## config.mk

```make
export PLATFORM = sky130hd
export DESIGN_NAME = adder_arbiter
export DESIGN_NICKNAME = d
export VERILOG_FILES = /design/src/rtl/adder_arb_pkg.sv /design/src/rtl/adder_arbiter_rr_arb2.sv /design/src/rtl/adder_arbiter.sv
export SDC_FILE = /design/constraint.sdc
export NUM_CORES = 1
export LEC_CHECK = 0
export CAP_MARGIN = 30
export CORE_ASPECT_RATIO = 0.75
export CORE_MARGIN = 1.5
export CORE_UTILIZATION = 21
export CTS_CLUSTER_SIZE = 30
export DETAILED_ROUTE_END_ITERATION = 16
export GPL_ROUTABILITY_DRIVEN = 0
export PLACE_DENSITY_LB_ADDON = 0.08
export SYNTH_ARGS = -nofsm -noshare
export SYNTH_HDL_FRONTEND = slang
export SYNTH_HIERARCHICAL = 1
export SYNTH_SLANG_ARGS = --single-unit
```

## constraint.sdc

```tcl
create_clock -name clk -period 1.9 [get_ports clk]
set_input_delay 0.19 -clock clk [delete_from_list [all_inputs] [get_ports clk]]
set_output_delay 0.19 -clock clk [all_outputs]
set_load 0.01 [all_outputs]
```

## src/rtl/adder_arb_pkg.sv

```systemverilog
// Shared definitions for the two-requester adder arbiter.
package adder_arb_pkg;

    localparam int DATA_W_DEF = 7;
    localparam int SUM_W      = DATA_W_DEF + 1;
    localparam int CNT_W_DEF  = 16;

    typedef enum logic {
        REQ0 = 1'b0,
        REQ1 = 1'b1
    } req_id_t;

endpackage

```

## src/rtl/adder_arbiter_rr_arb2.sv

```systemverilog
// Two-way round-robin grant logic.
// Grant is combinational from req; the pointer moves only when a grant is
// actually taken (advance), so a stalled grant keeps its priority.
//
// last_gnt | meaning
// ---------+---------------------------------------------
// REQ0     | requester 0 served last, requester 1 wins a tie
// REQ1     | requester 1 served last, requester 0 wins a tie (reset)
module rr_arb2
    import adder_arb_pkg::*;
(
    input  logic       clk,
    input  logic       rst_n,
    input  logic [1:0] req,
    input  logic       advance,
    output logic [1:0] gnt,
    output req_id_t    gnt_id
);

    req_id_t last_gnt_q;
    req_id_t last_gnt_d;

    // Grant selection: single requester wins outright, a tie goes to the other one.
    always_comb begin
        gnt = 2'b00;
        unique case (req)
            2'b01:   gnt = 2'b01;
            2'b10:   gnt = 2'b10;
            2'b11:   gnt = (last_gnt_q == REQ1) ? 2'b01 : 2'b10;
            default: gnt = 2'b00;
        endcase
        gnt_id = gnt[1] ? REQ1 : REQ0;
    end

    // Pointer next state: follow the grant only when it was accepted.
    always_comb begin
        last_gnt_d = last_gnt_q;
        if (advance) begin
            last_gnt_d = gnt_id;
        end
    end

    // Pointer register; reset points at requester 1 so requester 0 goes first.
    always_ff @(posedge clk) begin
        if (rst_n) begin
            last_gnt_q <= REQ1;
        end else begin
            last_gnt_q <= last_gnt_d;
        end
    end

endmodule

```

## src/rtl/adder_arbiter.sv

```systemverilog
// Shares one registered ADDER between two valid/ready requesters.
// Sums come back on a single response channel tagged with the owner id.
// Response backpressure freezes the ADDER by dropping its enable.
// Optional grant statistics are enabled with ADDER_ARB_STAT_EN.
//
// state            | meaning
// -----------------+------------------------------------------------
// resp_valid_q = 0 | no result pending, ADDER free to take a new pair
// resp_valid_q = 1 | ADDER output is the response of resp_id_q
module adder_arbiter
    import adder_arb_pkg::*;
#(
    parameter int DATA_W = DATA_W_DEF
`ifdef ADDER_ARB_STAT_EN
    ,
    parameter int CNT_W  = CNT_W_DEF
`endif
) (
    input  logic              clk,
    input  logic              rst_n,
    input  logic              req0_valid,
    input  logic [DATA_W-1:0] req0_a,
    input  logic [DATA_W-1:0] req0_b,
    output logic              req0_ready,
    input  logic              req1_valid,
    input  logic [DATA_W-1:0] req1_a,
    input  logic [DATA_W-1:0] req1_b,
    output logic              req1_ready,
    output logic              resp_valid,
    output logic              resp_id,
    output logic [DATA_W:0]   resp_sum,
    input  logic              resp_ready,
    output logic [DATA_W-1:0] add_in_a,
    output logic [DATA_W-1:0] add_in_b,
    output logic              add_enable,
    input  logic [DATA_W:0]   add_out
`ifdef ADDER_ARB_STAT_EN
    ,
    output logic [CNT_W-1:0]  gnt_cnt0,
    output logic [CNT_W-1:0]  gnt_cnt1
`endif
);

    logic       stall;
    logic [1:0] gnt;
    req_id_t    gnt_id;
    logic       acc0;
    logic       acc1;
    logic       accept;

    logic       resp_valid_q;
    logic       resp_valid_d;
    req_id_t    resp_id_q;
    req_id_t    resp_id_d;

    rr_arb2 u_rr_arb2 (
        .clk     (clk),
        .rst_n   (rst_n),
        .req     ({req1_valid, req0_valid}),
        .advance (accept),
        .gnt     (gnt),
        .gnt_id  (gnt_id)
    );

    // Handshake: ready follows the grant unless the response is stuck or reset is held.
    always_comb begin
        stall      = resp_valid_q & ~resp_ready;
        add_enable = ~stall;
        req0_ready = gnt[0] & ~stall & ~rst_n;
        req1_ready = gnt[1] & ~stall & ~rst_n;
        acc0       = req0_valid & req0_ready;
        acc1       = req1_valid & req1_ready;
        accept     = acc0 | acc1;
    end

    // Operand mux toward the ADDER; idle cycles present zeros.
    always_comb begin
        add_in_a = '0;
        add_in_b = '0;
        if (gnt[0]) begin
            add_in_a = req0_a;
            add_in_b = req0_b;
        end else if (gnt[1]) begin
            add_in_a = req1_a;
            add_in_b = req1_b;
        end
    end

    // Response next state: hold everything while stalled, else track acceptance.
    always_comb begin
        resp_valid_d = resp_valid_q;
        resp_id_d    = resp_id_q;
        if (!stall) begin
            resp_valid_d = accept;
        end
        if (accept) begin
            resp_id_d = gnt_id;
        end
    end

    // Response registers; reset discards any result still in the ADDER.
    always_ff @(posedge clk) begin
        if (rst_n) begin
            resp_valid_q <= 1'b0;
            resp_id_q    <= REQ0;
        end else begin
            resp_valid_q <= resp_valid_d;
            resp_id_q    <= resp_id_d;
        end
    end

    // The ADDER output is the sum; it is frozen by add_enable during a stall.
    always_comb begin
        resp_valid = resp_valid_q;
        resp_id    = resp_id_q;
        resp_sum   = add_out;
    end

`ifdef ADDER_ARB_STAT_EN
    logic [CNT_W-1:0] gnt_cnt0_q;
    logic [CNT_W-1:0] gnt_cnt0_d;
    logic [CNT_W-1:0] gnt_cnt1_q;
    logic [CNT_W-1:0] gnt_cnt1_d;

    // Saturating per-requester acceptance counters.
    always_comb begin
        gnt_cnt0_d = gnt_cnt0_q;
        gnt_cnt1_d = gnt_cnt1_q;
        if (acc0 && (gnt_cnt0_q != {CNT_W{1'b1}})) begin
            gnt_cnt0_d = gnt_cnt0_q + 1'b1;
        end
        if (acc1 && (gnt_cnt1_q != {CNT_W{1'b1}})) begin
            gnt_cnt1_d = gnt_cnt1_q + 1'b1;
        end
    end

    // Counter registers.
    always_ff @(posedge clk) begin
        if (rst_n) begin
            gnt_cnt0_q <= '0;
            gnt_cnt1_q <= '0;
        end else begin
            gnt_cnt0_q <= gnt_cnt0_d;
            gnt_cnt1_q <= gnt_cnt1_d;
        end
    end

    assign gnt_cnt0 = gnt_cnt0_q;
    assign gnt_cnt1 = gnt_cnt1_q;
`endif

endmodule

```

==> results.py <==
metrics = {
    "synthesis": {
        "synth-seq-area-share_pct": 14.4,
        "yosys-top-cells-count": "10 x a22o_2, 9 x buf_4, 3 x a22o_1, 3 x dfxtp_1",
        "ys_seq_elements": 3,
        "synth_area_um2": 418,
        "yosys.cell_types.count": 21,
        "synth_largest_area_cell": "a22o_2",
        "synth-compound-area-share_pct": 45.8,
        "synthAdderAreaFrac_pct": 0,
        "synth_flop_cell": "dfxtp_1",
        "syn_nets": 89,
        "synth_xor_area_share_pct": 0,
        "yosys.area_share.simple_pct": 15.3,
        "async_flop_share_pct": 0,
        "synth_top_family_by_area": "compound AO/OA/AOI/OAI gates",
        "synth_mux_area_share_pct": 0,
        "yosys_warnings": 6,
        "synth.most_common_cell": "a22o_2",
        "synth_edf_count": 0,
        "synth_top_area_share_pct": 24.0,
        "avgSynthCellArea_um2": 8.71,
        "syn-instance-count": 48,
        "synthTopCellsByArea": "a22o_2 24%, buf_4 16%, dfxtp_1 14%, a22o_1 6.3%, buf_6 5.4%",
    },
    "setup_path": {
        "r2r_setup_slack_ns": 0.33,
        "crit_arrival_ns": 1.64,
        "worstReg2RegEnd": "u_rr_arb2/last_gnt_q",
        "cp-endpoint": "add_in_a[6]",
        "crit_path_end_kind": "output pin",
        "path_max_fanout": 13,
        "critical_path_class": "in2out",
        "start_kind": "input pin",
        "crit_required_ns": 1.71,
        "crit_start": "req1_valid",
        "r2r-start": "u_rr_arb2/last_gnt_q",
        "r2r_cells": 8,
    },
    "clocking": {
        "cts.sinks": 3,
        "cts_tree": "yes",
        "cts_inserted_buffers": 3,
        "clock-root-buffer": "clkbuf_4",
        "insertion_delay_ns": 0.24,
        "cts_hold_buf": 0,
        "htreeDepth": 1,
        "clockBufferDepth": 2,
    },
    "pwr": {
        "p_seq_share_pct": 17.0,
        "p_per_area_nw_per_um2": 423,
        "p_sw_share_pct": 28.6,
        "clkPwrFrac_pct": 28.5,
        "internal_power_uw": 296,
        "leakage_nw": 0.444,
        "combPwrFrac_pct": 54.6,
        "ir_worst_vdd_v": 0.000358,
        "power_uw": 415,
        "switchingPower_uw": 118,
    },
    "placed_design": {
        "port_buffers": 51,
        "hpwl_um": 1380,
    },
    "worst_hold_path": {
        "hold_path.class": "in2out",
        "min_from": "add_out[2]",
        "whs_path_depth": 0,
    },
    "job": {
        "cap_violations": 0,
    },
    "global_route": {
        "antenna_found_initial": 0,
        "grt_pass1_vias": 516,
        "grt_max_degree": 18,
        "grt_use_total_pct": 13.8,
        "grt_first_pass_wirelength_um": 2210,
        "grt_overflow": 0,
    },
    "drt": {
        "drc_errors": 0,
        "wl_um": 1680,
        "viasPerCell": 4.56,
        "detail_route.wl_per_cell_um": 13.9,
        "drt_first_iter_violations": 3,
        "first_pass_iters": 3,
        "num_vias": 552,
        "ant_nets": 0,
    },
    "cells_and_area": {
        "final_net_count": 141,
        "drive_above_1_share_pct": 27.3,
        "final_util_pct": 54.3,
        "antennaDiodeCount": 0,
        "area_growth_pct": 134,
    },
    "sta": {
        "tns_ns": 0,
        "tightest_slew_ns": 0.274,
        "skew_ns": 0.00384,
        "period_needed_ns": 1.83,
        "drv_slew": 0,
        "fin_crit_sh_pct": 96.2,
        "max_slew_margin_pct": 81.7,
        "fmax_mhz": 547,
        "hold_viol": 0,
        "setup_viol": 0,
    },
    "floorplan": {
        "die_area_um2": 2270,
        "initial_core_util_pct": 23.1,
        "chipWidth_um": 54.5,
        "core_um2": 1810,
        "die_h_um": 41.6,
        "ioPinCount": 68,
        "rows": 13,
    },
    "outcome": {
        "status": "completed",
    },
}
-- metal layers --
metal | track usage (%) | wire (µm) | up-vias
met5 | 0 | 0 | -
met4 | 6.00 | 13 | 0
met3 | 7.55 | 256 | 2
met2 | 23.9 | 775 | 38
met1 | 12.9 | 634 | 243
li1 | - | - | 269
-- logic make-up (layout without fill, tap and decap cells) --
| group | Yosys count | in the layout |
|---|---|---|
| DFF | 3 | 3 |
| buffers and inverters | 14 | 65 |
| AOI/OAI and AO/OA | 21 | 21 |
| and+or+nand+nor | 10 | 10 |
-- how the worst min path moves through the flow --
stage                              to  slack [ns]
after CTS                 resp_sum[2]        0.38
after global placement    resp_sum[2]        0.38
after detailed placement  resp_sum[2]        0.38
after floorplan               resp_id        0.26
after global routing      resp_sum[2]        0.38
final                     resp_sum[2]        0.38
-- cell usage in the layout, fill, tap and decap left out --
cell / n
nor3_1: 1
a21oi_1: 2
a22o_2: 10
clkdlybuf4s15_1: 11
dlymetal6s2s_1: 2
a211o_1: 1
o21ai_0: 2
a22oi_4: 1
a21boi_2: 2
nor2b_1: 2
a22o_1: 3
inv_1: 2
buf_6: 1
nand2_1: 2
buf_4: 5
dlygate4sd2_1: 3
nor2b_4: 1
nand3b_1: 1
dfxtp_1: 3
and2_1: 1
buf_12: 2
and2_2: 1
clkdlybuf4s50_1: 34
clkbuf_1: 1
clkbuf_2: 1
clkbuf_4: 3
nor2_1: 1
-- registers in the layout, summed over array words and instances (netlist names) --
| signal | count |
|---|---|
| resp_id | 1 |
| resp_valid | 1 |
| u_rr_arb2/last_gnt_q | 1 |
-- worst max-delay path, stage by stage --
cell and delay, ns:
clkdlybuf4s50_1 0.41, buf_4 0.14, a21boi_2 0.14, buf_6 0.13, nor2b_4 0.04, buf_12 0.13, a22o_1 0.17, dlygate4sd2_1 0.28
-- stage by stage --
step	std cells	area, µm²	hold WS (ns)	worst slack [ns]
after global placement	116	926	0.380	-0.265
after CTS	121	953	0.380	-0.0115
after floorplan	48	418	0.259	0.480
after global routing	121	980	0.380	-0.00459
final	121	980	0.380	0.0720
after detailed placement	116	926	0.380	-0.284
-- layout make-up --
cell class,instances,area (µm²)
Clock buffer,4,26.3
Multi-Input combinational cell,31,263
Tap cell,22,27.5
Fill cell,168,826
Timing Repair Buffer,59,596
Inverter,2,7.51
Sequential cell,3,60.1
-- repair_timing --
| item | in CTS | in global routing |
|---|---|---|
| hold endpoints to repair | 0 | 0 |
| setup endpoints to repair | 16 | 14 |
| resized for setup | 15 | 18 |
| buffers inserted | 1 | 0 |
-- power by group through the flow --
stage                     clock, mW  sequential (mW)  combinational (mW)
after floorplan                   0           0.0720               0.102
after global placement            0           0.0709               0.234
after detailed placement          0           0.0711               0.235
after CTS                     0.122           0.0702               0.221
after global routing          0.131           0.0710               0.242
final                         0.118           0.0704               0.226
Note: power is estimated with default switching activity, not from simulation.
